## src/rtl/ezp_serialize_if.sv

```systemverilog
// EZPack serializer bus: descriptor handshake on the source side and the
// ready/valid byte stream on the link side, grouped as one interface.
// master: packet source / byte sink side; slave: the serializer itself.
interface ezp_serialize_if #(
    parameter int MAX_PD_LEN = 2
);
    logic [7:0]              i_type;
    logic [7:0]              i_len;
    logic [8*MAX_PD_LEN-1:0] i_pd;
    logic                    i_valid;
    logic                    i_ready;
    logic [7:0]              o_data;
    logic                    o_valid;
    logic                    o_ready;
    logic                    o_busy;

    modport master (
        output i_type, i_len, i_pd, i_valid, o_ready,
        input  i_ready, o_data, o_valid, o_busy
    );

    modport slave (
        input  i_type, i_len, i_pd, i_valid, o_ready,
        output i_ready, o_data, o_valid, o_busy
    );
endinterface

```

## src/rtl/ezp_serialize.sv

```systemverilog
// ezp_serialize: EZPack transmit packetizer.
// Frame: START, TYPE, LEN, PD[0..MAX_PD_LEN-1] (MSB byte first), CHK, END.
// CHK is the XOR of TYPE, the transmitted LEN and every payload byte.
// Optional feature macro: EZP_SERIALIZE_AUTO_LEN_EN -- when defined the LEN
// byte is forced to MAX_PD_LEN and i_len is ignored.
//
// state   | meaning
// --------+-------------------------------------------------
// S_IDLE  | ready for a descriptor, stream idle
// S_START | presenting START_BYTE
// S_TYPE  | presenting captured type
// S_LEN   | presenting captured length
// S_PD    | presenting payload byte at r_idx
// S_CHK   | presenting running checksum
// S_END   | presenting END_BYTE, then back to idle
module ezp_serialize #(
    parameter logic [7:0] START_BYTE = 8'hAA,
    parameter logic [7:0] END_BYTE   = 8'h55,
    parameter int         MAX_PD_LEN = 2
) (
    input  logic          clk,
    input  logic          rst,
    ezp_serialize_if.slave bus
);

    localparam int            IW       = $clog2(MAX_PD_LEN) + 1;
    localparam logic [IW-1:0] LAST_IDX = IW'(MAX_PD_LEN - 1);

    typedef enum logic [2:0] {
        S_IDLE,
        S_START,
        S_TYPE,
        S_LEN,
        S_PD,
        S_CHK,
        S_END
    } state_t;

    state_t                  r_state;
    state_t                  w_next_state;
    logic [7:0]              r_type;
    logic [7:0]              r_len;
    logic [7:0]              r_chk;
    logic [8*MAX_PD_LEN-1:0] r_pd;
    logic [IW-1:0]           r_idx;

    logic [7:0]              w_len_sel;
    logic [8*MAX_PD_LEN-1:0] w_pd_shift;
    logic [7:0]              w_pd_byte;
    logic [7:0]              w_data;
    logic                    w_valid;
    logic                    w_ready;
    logic                    w_fire;

`ifdef EZP_SERIALIZE_AUTO_LEN_EN
    assign w_len_sel = 8'(MAX_PD_LEN);
`else
    assign w_len_sel = bus.i_len;
`endif

    // Shifting the current byte to the top avoids a variable part-select.
    assign w_pd_shift = r_pd << {r_idx, 3'b000};
    assign w_pd_byte  = w_pd_shift[8*MAX_PD_LEN-1 -: 8];
    assign w_fire     = w_valid && bus.o_ready;

    // Next state and state-decoded outputs; o_data/o_valid never see inputs.
    always_comb begin
        w_next_state = r_state;
        w_ready      = 1'b0;
        w_valid      = 1'b0;
        w_data       = 8'h00;
        case (r_state)
            S_IDLE: begin
                w_ready = 1'b1;
                if (bus.i_valid) w_next_state = S_START;
            end
            S_START: begin
                w_valid = 1'b1;
                w_data  = START_BYTE;
                if (bus.o_ready) w_next_state = S_TYPE;
            end
            S_TYPE: begin
                w_valid = 1'b1;
                w_data  = r_type;
                if (bus.o_ready) w_next_state = S_LEN;
            end
            S_LEN: begin
                w_valid = 1'b1;
                w_data  = r_len;
                if (bus.o_ready) w_next_state = S_PD;
            end
            S_PD: begin
                w_valid = 1'b1;
                w_data  = w_pd_byte;
                if (bus.o_ready && (r_idx == LAST_IDX)) w_next_state = S_CHK;
            end
            S_CHK: begin
                w_valid = 1'b1;
                w_data  = r_chk;
                if (bus.o_ready) w_next_state = S_END;
            end
            S_END: begin
                w_valid = 1'b1;
                w_data  = END_BYTE;
                if (bus.o_ready) w_next_state = S_IDLE;
            end
            default: w_next_state = S_IDLE;
        endcase
    end

    // State register, descriptor capture and checksum/index accumulation.
    always_ff @(posedge clk) begin
        if (rst) begin
            r_state <= S_IDLE;
            r_type  <= 8'h00;
            r_len   <= 8'h00;
            r_pd    <= '0;
            r_chk   <= 8'h00;
            r_idx   <= '0;
        end else begin
            r_state <= w_next_state;
            if ((r_state == S_IDLE) && bus.i_valid) begin
                r_type <= bus.i_type;
                r_len  <= w_len_sel;
                r_pd   <= bus.i_pd;
                r_chk  <= bus.i_type ^ w_len_sel;
                r_idx  <= '0;
            end
            if ((r_state == S_PD) && w_fire) begin
                r_chk <= r_chk ^ w_pd_byte;
                r_idx <= r_idx + IW'(1);
            end
        end
    end

    assign bus.i_ready = w_ready;
    assign bus.o_valid = w_valid;
    assign bus.o_data  = w_data;
    assign bus.o_busy  = (r_state != S_IDLE);

endmodule

```

## src/flat_wrapper.sv

```systemverilog
// flat-port wrapper written by rule: the top's interface ports become plain ports
module ezp_serialize_flat 
#(
    parameter logic [7:0] START_BYTE = 8'hAA,
    parameter logic [7:0] END_BYTE   = 8'h55,
    parameter int         MAX_PD_LEN = 2
)
  (clk, rst, bus_i_type, bus_i_len, bus_i_pd, bus_i_valid, bus_o_ready, bus_i_ready, bus_o_data, bus_o_valid, bus_o_busy);
  ezp_serialize_if #(.MAX_PD_LEN(MAX_PD_LEN)) bus_i ();
  input  logic clk;
  input  logic rst;
  input wire logic [$bits(bus_i.i_type)-1:0] bus_i_type;
  input wire logic [$bits(bus_i.i_len)-1:0] bus_i_len;
  input wire logic [$bits(bus_i.i_pd)-1:0] bus_i_pd;
  input wire logic [$bits(bus_i.i_valid)-1:0] bus_i_valid;
  input wire logic [$bits(bus_i.o_ready)-1:0] bus_o_ready;
  output wire logic [$bits(bus_i.i_ready)-1:0] bus_i_ready;
  output wire logic [$bits(bus_i.o_data)-1:0] bus_o_data;
  output wire logic [$bits(bus_i.o_valid)-1:0] bus_o_valid;
  output wire logic [$bits(bus_i.o_busy)-1:0] bus_o_busy;
  assign bus_i.i_type = bus_i_type;
  assign bus_i.i_len = bus_i_len;
  assign bus_i.i_pd = bus_i_pd;
  assign bus_i.i_valid = bus_i_valid;
  assign bus_i.o_ready = bus_o_ready;
  assign bus_i_ready = bus_i.i_ready;
  assign bus_o_data = bus_i.o_data;
  assign bus_o_valid = bus_i.o_valid;
  assign bus_o_busy = bus_i.o_busy;
  ezp_serialize #(.START_BYTE(START_BYTE), .END_BYTE(END_BYTE), .MAX_PD_LEN(MAX_PD_LEN)) u_core (.clk(clk), .rst(rst), .bus(bus_i));
endmodule
```

## config.mk

```make
export PLATFORM = sky130hd
export DESIGN_NAME = ezp_serialize_flat
export DESIGN_NICKNAME = d
export VERILOG_FILES = /design/src/rtl/ezp_serialize_if.sv /design/src/rtl/ezp_serialize.sv /design/src/flat_wrapper.sv
export SDC_FILE = /design/constraint.sdc
export NUM_CORES = 1
export LEC_CHECK = 0
export ABC_AREA = 1
export BUFFER_PORTS_ARGS = -buffer_cell sky130_fd_sc_hd__buf_2
export CAP_MARGIN = 20
export CELL_PAD_IN_SITES_DETAIL_PLACEMENT = 1
export CELL_PAD_IN_SITES_GLOBAL_PLACEMENT = 1
export CORE_ASPECT_RATIO = 0.7
export CORE_MARGIN = 5
export CORE_UTILIZATION = 41
export DETAILED_ROUTE_END_ITERATION = 10
export PLACE_DENSITY_LB_ADDON = 0.1
export SLEW_MARGIN = 20
export SYNTH_ARGS = -nofsm -noshare
export SYNTH_HDL_FRONTEND = slang
export SYNTH_SLANG_ARGS = --single-unit
```

## constraint.sdc

```tcl
create_clock -name clk -period 1.9 [get_ports clk]
set_input_delay 0.285 -clock clk [delete_from_list [all_inputs] [get_ports clk]]
set_output_delay 0.285 -clock clk [all_outputs]
set_load 0.05 [all_outputs]
```

## After elaboration in Yosys (flattened, before gate mapping)

Index checks and enable logic that the tools add are counted.

| word-level totals | value |
|---|---|
| memories | 0 |
| RAM bits | 0 |
| ROM bits | 0 |
| flip-flop bits (word level) | 45 |
| output and inout port bits | 11 |
| latch bits | 0 |
| word-level logic and storage cells | 48 |
| input bits | 36 |

| operators by class | value |
|---|---|
| add/sub/neg operators | 1 |
| reduce and logical (&&, ||, !) cells | 9 |
| equal/unequal tests | 14 |
| bitwise operators | 2 |
| magnitude comparators | 0 |
| shifts and indexed selects | 1 |
| multipliers | 0 |
| multiplexer cells | 15 |
| div/mod/pow operators | 0 |

Operators with widths:

| kind | count |
|---|---|
| $pmux W8 S6 | 1 |
| $mux W3 | 7 |
| $pmux W3 S7 | 1 |
| $mux W8 | 2 |
| $shl A16 B5 Y16 | 1 |
| $xor A8 B8 Y8 | 2 |
| $ne A2 B2 Y1 const B | 6 |
| $eq A3 B3 Y1 const B | 3 |
| $reduce_and A7 Y1 | 1 |
| $eq A3 B2 Y1 const B | 2 |
| $reduce_or A6 Y1 | 1 |
| $logic_and A1 B1 Y1 | 4 |
| $mux W2 | 2 |
| $eq A3 B1 Y1 const B | 1 |
| $logic_not A3 Y1 | 1 |
| $reduce_bool A3 Y1 | 1 |
| $add A2 B1 Y2 const B | 1 |
| $eq A2 B1 Y1 const B | 1 |
| $mux W1 | 2 |
| $ne A2 B1 Y1 const B | 1 |
| $reduce_bool A2 Y1 | 1 |

## Logic depth before layout (Yosys ltp)

Gate-level depths: netlist (run 1).

| logic depth | value |
|---|---|
| word-level depth | 6 |
| gate-level depth with buffers | 10 |

## Worst setup path before layout (run 1)

Ideal clock, no wire load.

| timing | value |
|---|---|
| kind | flip-flop to output port |
| from | register u_core.r_idx[0] |
| to | output port bus_o_data[0] |
| cell stages (with the launch flop) | 6 |
| slack | -0.256 ns |
| path buffers | 1 |
| arrival | 1.871 ns |
| path through | dfxtp_1 -> clkbuf_1 -> nor2_1 -> nor2_1 -> o21ai_0 -> o21ai_0 |

| on the way | value |
|---|---|
| word-level cells in the longest chain between the ends | 2 |

Ends and longest elaborated chain:

| item | RTL line | text |
|---|---|---|
| start: declaration | ezp_serialize.sv:45 | `logic [IW-1:0] r_idx;` |
| start signal: assignment | ezp_serialize.sv:131 | `r_idx <= r_idx + IW'(1);` |
| $shl A16 B5 Y16 | ezp_serialize.sv:62 | `assign w_pd_shift = r_pd << {r_idx, 3'b000};` |
| $pmux W8 S6 | ezp_serialize.sv:72 | `case (r_state)` |
| end: declaration | flat_wrapper.sv:18 | `output wire logic [$bits(bus_i.o_data)-1:0] bus_o_data;` |

Every way passes these cells.

## Worst setup path after layout (run 1)

| timing | value |
|---|---|
| from | register u_core.r_state[1] |
| to | output port bus_o_data[5] |

| on the way | value |
|---|---|
| word-level cells in the longest chain between the ends | 2 |

Ends and longest elaborated chain:

| item | RTL line | text |
|---|---|---|
| start: declaration | ezp_serialize.sv:39 | `state_t r_state;` |
| start signal: assignment | ezp_serialize.sv:121 | `r_state <= w_next_state;` |
| $eq A3 B3 Y1, or another cell as far along | ezp_serialize.sv:72 |  |
| $pmux W8 S6 * | ezp_serialize.sv:72 |  |

Every way passes the cells marked *; elsewhere a longest branch is shown, timed or not.

==> results.py, run 1 <==
metrics = {
    "run_status": {
        "status": "finished clean",
    },
    "critical_path": {
        "timing.critical_path.mode_cell": "buf_4",
        "startpoint": "u_core.r_state[1]$_SDFFE_PP0P_",
        "critPathKind": "flip-flop to output port",
        "critPathCaptureType": "output port",
        "r2r_start": "u_core.r_state[2]$_SDFFE_PP0P_",
        "worstSetupStartpointType": "flip-flop",
        "crit_fanout": 7,
        "crit_cells": 6,
        "reg2reg_setup_slack_ns": 0.31,
        "critPathTopFamily": "buffers and inverters",
        "crit_buf_inv": 3,
        "worst_ep_required_time_ns": 1.62,
        "r2r_cells": 8,
        "crit_chain": "buf_4 -> nor2_2 -> buf_4 -> o21ai_0 -> o2111ai_1 -> buf_4",
        "cp_data_arrival_time_ns": 1.59,
        "max_stage_delay_ns": 0.38,
        "crit_slowest_cell": "dfxtp_4",
        "cp-endpoint": "bus_o_data[5]",
        "reg2reg_to": "u_core.r_chk[2]$_SDFFE_PP0P_",
    },
    "global_route": {
        "grt_use_met2_pct": 31.8,
        "gr-total-overflow": 0,
        "grt_pass1_wl_um": 11100,
        "grt_max_degree": 45,
        "antenna_found_initial": 0,
        "gr-max-usage-layer": "met2",
        "grt_util_met1_pct": 26.4,
        "grt_pass1_vias": 2341,
        "grtUsageTotal_pct": 19.2,
        "grt_use_met3_pct": 3.63,
    },
    "layout": {
        "nets": 430,
        "fillers": 721,
        "multi_input_area_sq_um": 1240,
        "area_growth_pct": 22.2,
        "final_area_sq_um": 2810,
        "layoutNonFillerInstCount": 466,
        "final_common_cell": "nor2_1",
        "drive_above_1_share_pct": 25.1,
        "register_area_sq_um": 915,
        "layout.cells.most_common_list": "nor2_1 (88), nand2_1 (45), o21ai_0 (40), dfxtp_1 (40), buf_2 (38)",
        "num_antenna_cells": 0,
    },
    "power": {
        "switchingPower_mw": 1.83,
        "worst_ir_drop_vdd_v": 0.000471,
        "p_clk_share_pct": 15.2,
        "combPwrFrac_pct": 48.3,
        "internal-power_mw": 2.10,
        "pwr-share-seq_pct": 36.4,
        "sw_frac_of_total_pct": 46.6,
        "p_per_area_nw_per_um2": 1400,
        "p_leak_nw": 1.29,
    },
    "timing": {
        "worst_slew_pin_slew_ns": 0.465,
        "fmax_ghz": 0.534,
        "min_period_ns": 1.87,
        "finalHoldWorstSlack_ns": 0.197,
        "finalHoldViolCount": 0,
        "finalSetupViolCount": 0,
        "final.period_utilization_pct": 98.5,
        "drv_slew": 0,
        "rsz0062_at_grt": "true",
        "fin_ws_ns": 0.0278,
        "clock_skew_ns": 0.0104,
        "slew_headroom_pct": 69.0,
    },
    "place": {
        "io_buffers": 46,
        "post-place-ws_ns": 0.114,
        "gp_congestion": 0.916,
        "place_inst": 455,
        "place_hpwl_um": 5050,
        "placed_area_sq_um": 2600,
    },
    "synthesis": {
        "post_synth.cell_area_avg_sq_um": 6.70,
        "synth.net_count": 380,
        "yosys.cell_types.count": 25,
        "ys_top_cells_by_area": "dfxtp_1 (39%), nor2_1 (15%), o21ai_0 (9.8%)",
        "netlist_area_sq_um": 2300,
        "yosys_warnings": 0,
        "synth_top_area_share_pct": 39.2,
        "synth-seq-cells": 45,
        "yosys.area.top_type": "dfxtp_1",
        "synthCells": 343,
        "yosysSeqAreaShare_pct": 39.2,
    },
    "clock_network": {
        "clk_pin_slew_ns": 0.09,
        "clk_path_buf_depth": 2,
        "insertion_delay_ns": 0.30,
        "numClockSinks": 45,
        "cts_tree": "yes",
        "ctsHoldBuffers": 0,
        "numCtsBuffers": 5,
        "cts_root_buffer": "clkbuf_8",
        "cts-htree-levels": 2,
    },
    "floorplanning": {
        "die_x_um": 99.5,
        "dieHeight_um": 72.6,
        "core_sq_um": 5340,
        "start_util_pct": 43.0,
        "ios": 47,
        "die_area_sq_um": 7220,
        "rows": 22,
    },
    "route": {
        "via_per_inst": 5.09,
        "drt-wirelength-per-cell_um": 14.7,
        "drt-total-wl_um": 6850,
        "first_pass_iters": 5,
        "drt_iter0_drc": 93,
        "drc": 0,
        "ant_nets": 0,
        "num_vias": 2372,
    },
    "flow_run": {
        "maxCapViolations": 0,
    },
    "worst_hold_path": {
        "hold_path_class": "primary input to flip-flop",
    },
}
## synthesized netlist by cell type
cell type and number:
buf_6 3, nor2_4 3, and2_1 1, nand4_1 5, inv_2 1, nand3_1 15, clkbuf_1 7, inv_4 1
nand2_1 48, o2111ai_1 5, inv_1 26, or2_2 1, ha_1 1, a21oi_1 20, nand2_2 1, dfxtp_1 45
buf_4 3, nand2_4 1, xnor2_1 8, or2_0 1, o21ai_1 4, o21ai_0 45, nor2_1 92, nor2_2 2
buf_2 4
## stage by stage
| step | setup TNS, ns | utilization, % | power (mW) |
|---|---|---|---|
| finish | 0 | 52.6 | 3.93 |
| CTS | 0 | 51.1 | 3.86 |
| global route | -0.201 | 52.6 | 4.23 |
| floorplan | 0 | - | 2.74 |
| detailed placement | 0 | 48.8 | 3.19 |
| global placement | 0 | 48.8 | 3.13 |
## final cells by class
class                      count  area share, %
timing repair buffer          60           13.1
sequential                    45           32.6
clock inverter                 2          0.535
tap                           72           3.21
multi-input combinational    253           44.1
inverter                      28           3.92
clock buffer                   6           2.59
## power groups by stage
stage | combinational (mW) | clock (mW) | sequential (mW)
floorplan | 1.39 | 0 | 1.35
global placement | 1.72 | 0 | 1.42
detailed placement | 1.76 | 0 | 1.43
CTS | 1.82 | 0.615 | 1.42
global route | 2.10 | 0.665 | 1.47
finish | 1.90 | 0.599 | 1.43
## worst min-delay path by stage
| stage | startpoint | end | depth (start not counted) |
|---|---|---|---|
| final | bus_i_pd[7] | u_core.r_pd[7]$_SDFFE_PP0P_ | 3 |
| after global routing | bus_i_pd[13] | u_core.r_pd[13]$_SDFFE_PP0P_ | 3 |
| after CTS | bus_i_pd[7] | u_core.r_pd[7]$_SDFFE_PP0P_ | 3 |
| after detailed placement | u_core.r_type[3]$_SDFFE_PP0P_ | u_core.r_type[3]$_SDFFE_PP0P_ | 2 |
| after global placement | u_core.r_type[3]$_SDFFE_PP0P_ | u_core.r_type[3]$_SDFFE_PP0P_ | 2 |
| after floorplan | bus_i_len[0] | u_core.r_len[0]$_SDFFE_PP0P_ | 2 |
## routing by layer
| metal | share of wire, % | wire, um |
|---|---|---|
| met3 | 4.2 | 290 |
| met1 | 49 | 3380 |
| met4 | 0.61 | 42 |
| met5 | 0 | 0 |
| met2 | 46 | 3140 |
## logic make-up after synthesis
group                      Yosys count  synth area share, %
AOI/OAI and AO/OA                   74                 16.9
xor gates and xnor gates             8                 3.05
adders and majority gates            1                0.545
buffers and inverters               45                 9.15
DFF                                 45                 39.2
and+or+nand+nor                    170                 31.1
## flip-flops by register name (all words and copies together), names as in the netlist
name	count
u_core.r_chk	8
u_core.r_idx	2
u_core.r_len	8
u_core.r_pd	16
u_core.r_state	3
u_core.r_type	8
## worst reg2reg max path, stage by stage, from the launching register on
cell,delay [ns]
dfxtp_4,0.43
inv_2,0.06
buf_4,0.17
nand2_4,0.09
nor2_4,0.05
inv_4,0.33
nand2_1,0.14
a21oi_1,0.17
nor2_1,0.05
## repair_timing
action / CTS / global route
setup endpoints to repair: 8 / 8
setup buffers: 1 / 2
pin swaps: 1 / 6
resized for setup: 14 / 27
Power figures use the tool's default switching activity.
==> run 2: changes to the inputs <==
==> constraint.sdc (replaced) <==
create_clock -name clk -period 1.9 [get_ports clk]
set_input_delay 0.19 -clock clk [delete_from_list [all_inputs] [get_ports clk]]
set_output_delay 0.19 -clock clk [all_outputs]
set_load 0.05 [all_outputs]
==> run 2 against run 1 <==
Worst hold slack got worse by 0.096 ns; clock power increased by 20%; combinational power decreased by 4%; critical path type unchanged; critical endpoint is now bus_o_data[4].
==> results.py, run 2 (synthesis gave the netlist of run 1 again) <==
metrics = {
    "floorplanning": {
        "ios": 47,
        "start_util_pct": 43.0,
        "die_x_um": 99.5,
        "rows": 22,
        "dieHeight_um": 72.6,
        "core_sq_um": 5340,
        "die_area_sq_um": 7220,
    },
    "route": {
        "first_pass_iters": 4,
        "drt-wirelength-per-cell_um": 14.9,
        "ant_nets": 0,
        "num_vias": 2337,
        "via_per_inst": 5.05,
        "drt_iter0_drc": 75,
        "drt-total-wl_um": 6900,
        "drc": 0,
    },
    "layout": {
        "layout.cells.most_common_list": "nor2_1 (87), nand2_1 (48), o21ai_0 (44), dfxtp_1 (41), buf_2 (38)",
        "regMostFlops": "u_core.r_pd",
        "fillers": 728,
        "num_antenna_cells": 0,
        "drive_above_1_share_pct": 22.0,
        "nets": 428,
        "register_area_sq_um": 911,
        "final_area_sq_um": 2760,
        "largest_reg_flops": 16,
        "area_growth_pct": 19.9,
        "multi_input_area_sq_um": 1200,
        "final_common_cell": "nor2_1",
        "final_util_pct": 51.6,
        "layoutNonFillerInstCount": 463,
    },
    "timing": {
        "min_period_ns": 1.80,
        "finalHoldWorstSlack_ns": 0.101,
        "fin_ws_ns": 0.100,
        "slew_headroom_pct": 69.2,
        "finalHoldViolCount": 0,
        "worst_slew_pin_slew_ns": 0.463,
        "final.period_utilization_pct": 94.7,
        "drv_slew": 0,
        "finalSetupViolCount": 0,
        "fmax_ghz": 0.556,
        "rsz0062_at_grt": "true",
        "clock_skew_ns": 0.00686,
        "fin_tns_setup_ns": 0,
    },
    "clock_network": {
        "numClockSinks": 45,
        "cts_root_buffer": "clkbuf_8",
        "cts-htree-levels": 2,
        "numCtsBuffers": 5,
        "insertion_delay_ns": 0.30,
        "clk_pin_slew_ns": 0.08,
        "cts_tree": "yes",
        "ctsHoldBuffers": 0,
        "clk_path_buf_depth": 2,
    },
    "global_route": {
        "grt_pass1_wl_um": 11600,
        "grt_pass1_vias": 2377,
        "gr-total-overflow": 0,
        "grt_max_degree": 45,
        "grtUsageTotal_pct": 20.0,
        "antenna_found_initial": 0,
    },
    "power": {
        "switchingPower_mw": 1.80,
        "combPwrFrac_pct": 45.9,
        "p_clk_share_pct": 18.1,
        "p_leak_nw": 1.28,
        "total_power_mw": 3.98,
        "sw_frac_of_total_pct": 45.3,
        "pwr-share-seq_pct": 36.0,
        "internal-power_mw": 2.18,
        "worst_ir_drop_vdd_v": 0.000585,
        "p_per_area_nw_per_um2": 1440,
    },
    "place": {
        "post-place-ws_ns": 0.175,
        "placed_area_sq_um": 2590,
        "gp_congestion": 0.828,
        "place_hpwl_um": 5100,
        "io_buffers": 46,
        "place_inst": 454,
    },
    "critical_path": {
        "critPathKind": "flip-flop to output port",
        "worstSetupStartpointType": "flip-flop",
        "worst_ep_required_time_ns": 1.71,
        "cp_data_arrival_time_ns": 1.61,
        "critPathCaptureType": "output port",
        "crit_fanout": 9,
    },
    "worst_hold_path": {
        "hold_path_class": "primary input to flip-flop",
    },
    "run_status": {
        "status": "finished clean",
    },
    "flow_run": {
        "maxCapViolations": 0,
    },
}
==> run 2: layout make-up <==
class | count | area share, %
Clock buffer | 5 | 2.50
Sequential cell | 45 | 33.1
Inverter | 28 | 3.91
Timing Repair Buffer | 58 | 12.5
Tap cell | 72 | 3.27
Multi-Input combinational cell | 253 | 43.5
Clock inverter | 2 | 1.27
==> run 2: final timing paths <==
check,end,from,slack (ns),cells past startpoint
max,bus_o_data[4],u_core.r_idx[0]$_SDFFE_PP0P_,0.1,6
min reg2reg,u_core.r_type[1]$_SDFFE_PP0P_,u_core.r_type[1]$_SDFFE_PP0P_,0.47,2
min,u_core.r_pd[13]$_SDFFE_PP0P_,bus_i_pd[13],0.10,3
max reg2reg,u_core.r_chk[3]$_SDFFE_PP0P_,u_core.r_state[2]$_SDFFE_PP0P_,0.33,7
==> run 2: timing repair <==
item | CTS | global route
setup buffers | 0 | 2
endpoints found under the hold margin | 0 | 0
endpoints found under the setup margin | 8 | 7
pin swaps | 0 | 2
resized for setup | 8 | 15
==> run 2: critical path, cell delays in order, from the launching register on <==
cell,delay (ns)
dfxtp_2,0.37
inv_1,0.18
nor2_1,0.08
nor2_1,0.25
nand2_1,0.11
nand4_1,0.11
buf_4,0.20
==> run 2: power groups by stage <==
| stage | registers (mW) | clock network [mW] | logic, mW |
|---|---|---|---|
| 6_report | 1.43 | 0.719 | 1.83 |
| 5_1_grt | 1.47 | 0.784 | 2.03 |
| 4_1_cts | 1.42 | 0.727 | 1.77 |
| 3_5_place_dp | 1.44 | 0 | 1.74 |
| 3_3_place_gp | 1.43 | 0 | 1.70 |
| 2_1_floorplan | 1.35 | 0 | 1.39 |
==> run 2: per-layer routing <==
layer | wire length (um) | vias to the layer above | track usage [%] | part of all wire, %
met5 | 0 | - | 0 | 0
met4 | 43 | 0 | 4.39 | 0.62
met3 | 284 | 5 | 3.72 | 4.1
met2 | 3040 | 42 | 30.3 | 44
met1 | 3530 | 1095 | 29.5 | 51
li1 | - | 1195 | - | -
==> run 3: changes to the inputs <==
Settings changed: ABC_AREA 1 to default, CORE_UTILIZATION 41 to 42.
==> run 3 against run 2 <==
Global-route usage down 1.5 points; utilization rose by 3.0 points; fmax fell by 2.3%; critical path type unchanged; critical endpoint is now bus_o_data[0].
==> results.py, run 3 <==
metrics = {
    "worst_hold_path": {
        "hold_path_class": "primary input to flip-flop",
        "min_from": "bus_i_pd[9]",
    },
    "global_route": {
        "grtUsageTotal_pct": 18.5,
        "gr-total-overflow": 0,
        "grt_pass1_wl_um": 10800,
        "grt_pass1_vias": 2248,
        "antenna_found_initial": 0,
        "grt_max_degree": 34,
    },
    "route": {
        "drc": 0,
        "first_pass_iters": 4,
        "num_vias": 2297,
        "ant_nets": 0,
        "drt-wirelength-per-cell_um": 15.9,
        "drt_iter0_drc": 59,
        "via_per_inst": 5.44,
        "drt-total-wl_um": 6700,
    },
    "layout": {
        "largest_reg_flops": 16,
        "final_common_cell": "nand2_1",
        "num_antenna_cells": 0,
        "fillers": 694,
        "regMostFlops": "u_core.r_pd",
        "area_growth_pct": 23.3,
        "final_util_pct": 54.6,
        "nets": 386,
        "multi_input_area_sq_um": 1370,
        "layoutNonFillerInstCount": 422,
        "layout.cells.most_common_list": "nand2_1 (72), a21oi_1 (49), dfxtp_1 (42), buf_2 (40), inv_1 (13)",
        "register_area_sq_um": 907,
        "drive_above_1_share_pct": 25.7,
    },
    "critical_path": {
        "critPathTopFamily": "flip-flops",
        "max_stage_delay_ns": 0.39,
        "startpoint": "u_core.r_idx[0]$_SDFFE_PP0P_",
        "crit_fanout": 6,
        "timing.critical_path.mode_cell": "buf_4",
        "worstSetupStartpointType": "flip-flop",
        "critPathCaptureType": "output port",
        "critPathKind": "flip-flop to output port",
        "crit_slowest_cell": "dfxtp_4",
        "worst_ep_required_time_ns": 1.71,
        "crit_buf_inv": 2,
        "r2r_start": "u_core.r_state[2]$_SDFFE_PP0P_",
        "cp_data_arrival_time_ns": 1.65,
        "crit_chain": "buf_4 -> mux2i_1 -> or2_2 -> o211ai_1 -> buf_4",
    },
    "synthesis": {
        "yosys.cell_types.count": 39,
        "synth-seq-cells": 45,
        "yosys_warnings": 0,
        "synth_top_area_share_pct": 38.1,
        "synthFlopType": "dfxtp_1",
        "synthCells": 308,
        "post_synth.cell_area_avg_sq_um": 7.68,
        "ys_top_cells_by_area": "dfxtp_1 (38%), nand2_1 (12%), a21oi_1 (10%)",
        "synth-edff-count": 0,
        "yosysMostFrequentCell": "nand2_1",
        "yosys.area.top_type": "dfxtp_1",
        "netlist_area_sq_um": 2370,
        "synthArstFlopShare_pct": 0,
        "yosys-top-cells-count": "nand2_1 (73), a21oi_1 (49), dfxtp_1 (45)",
        "yosysSeqAreaShare_pct": 38.1,
        "synth.net_count": 345,
    },
    "clock_network": {
        "cts_tree": "yes",
        "clk_path_buf_depth": 2,
        "cts_root_buffer": "clkbuf_8",
        "numCtsBuffers": 5,
        "numClockSinks": 45,
        "ctsHoldBuffers": 0,
        "cts-htree-levels": 2,
        "clk_pin_slew_ns": 0.09,
        "insertion_delay_ns": 0.30,
    },
    "timing": {
        "drv_slew": 0,
        "clock_skew_ns": 0.00479,
        "fmax_ghz": 0.543,
        "fin_ws_ns": 0.0568,
        "fin_tns_setup_ns": 0,
        "worst_slew_pin_slew_ns": 0.421,
        "finalHoldViolCount": 0,
        "slew_headroom_pct": 72.0,
        "finalHoldWorstSlack_ns": 0.113,
        "final.period_utilization_pct": 97.0,
        "finalSetupViolCount": 0,
        "min_period_ns": 1.84,
    },
    "power": {
        "pwr-share-seq_pct": 48.3,
        "switchingPower_uw": 703,
        "sw_frac_of_total_pct": 32.1,
        "worst_ir_drop_vdd_v": 0.000319,
        "p_clk_share_pct": 27.1,
        "combPwrFrac_pct": 24.6,
        "p_leak_nw": 1.12,
        "p_per_area_nw_per_um2": 750,
        "internal-power_mw": 1.49,
    },
    "floorplanning": {
        "start_util_pct": 44.3,
        "ios": 47,
        "rows": 22,
        "dieHeight_um": 72.8,
        "core_sq_um": 5340,
        "die_x_um": 99.7,
        "die_area_sq_um": 7260,
    },
    "place": {
        "gp_congestion": 0.778,
        "place_inst": 411,
        "io_buffers": 46,
        "place_hpwl_um": 4760,
        "post-place-ws_ns": 0.0111,
    },
    "run_status": {
        "status": "finished clean",
    },
    "flow_run": {
        "maxCapViolations": 0,
    },
}
## run 3: changes by cell type after synthesis, sizes merged, moves of 6 or more
cell	before	now
mux2i	0	9
and3b	0	9
nand2	50	73
nand3	15	2
o311ai	0	8
inv	28	13
nor2b	0	6
a21oi	20	49
clkbuf	7	21
o311a	0	8
o21ai	49	13
nor2	97	5
## run 3: power by group through the flow
stage | Clock [mW] | Sequential [mW] | Combinational [mW]
after floorplan | 0 | 1.06 | 0.366
after global placement | 0 | 1.07 | 0.506
after detailed placement | 0 | 1.08 | 0.516
after CTS | 0.607 | 1.05 | 0.528
after global routing | 0.640 | 1.06 | 0.594
final | 0.594 | 1.06 | 0.538
## run 3: worst reg2reg max path, stage by stage (launching register included)
cell and delay [ns]:
dfxtp_1 0.34, or4b_1 0.69, buf_4 0.26, o311ai_1 0.12, o311a_1 0.21
## run 3: path summary, 6_finish.rpt
path	end	slack [ns]	cells past startpoint
setup / recovery	bus_o_data[0]	0.06	5
hold / removal	u_core.r_pd[9]$_SDFFE_PP0P_	0.11	3
setup reg to reg	u_core.r_chk[2]$_SDFFE_PP0P_	0.22	4
hold reg to reg	u_core.r_type[4]$_SDFFE_PP0P_	0.45	2
## run 3: final cells by class
cell class | instances | share of cell area [%]
Multi-Input combinational cell | 222 | 46.9
Sequential cell | 45 | 31.1
Timing Repair Buffer | 62 | 14.4
Tap cell | 72 | 3.09
Clock buffer | 6 | 2.49
Inverter | 13 | 1.67
Clock inverter | 2 | 0.343
## run 3: through the flow
stage | cell area (sq um) | power [mW]
2_1_floorplan | 2380 | 1.43
3_3_place_gp | 2710 | 1.58
3_5_place_dp | 2710 | 1.59
4_1_cts | 2820 | 2.19
5_1_grt | 2920 | 2.30
6_report | 2920 | 2.19
## run 3: timing repair
action,4_1_cts,5_1_grt
gates resized for setup,9,26
pin swaps,0,3
buffers inserted,0,3
cloned,0,0
endpoints found under the setup margin,8,8
## run 3: per-layer routing
metal  routed length, um  share of wire, %  up-vias  global-route usage (%)
met3                 283               4.2        7                    4.11
met1                3050                46     1101                    24.0
met2                3290                49       34                    31.3
met5                   0                 0        -                       0
met4                  74               1.1        0                    5.00
li1                    -                 -     1155                       -
## run 3: kinds of logic after synthesis
family	count (synthesis)	share of synthesized area (%)
compound gates	92	24.3
buf+inv	41	7.03
mux	9	3.81
flops	45	38.1
simple gates	112	23.3
xor+xnor	8	2.96
fa+ha+maj	1	0.529
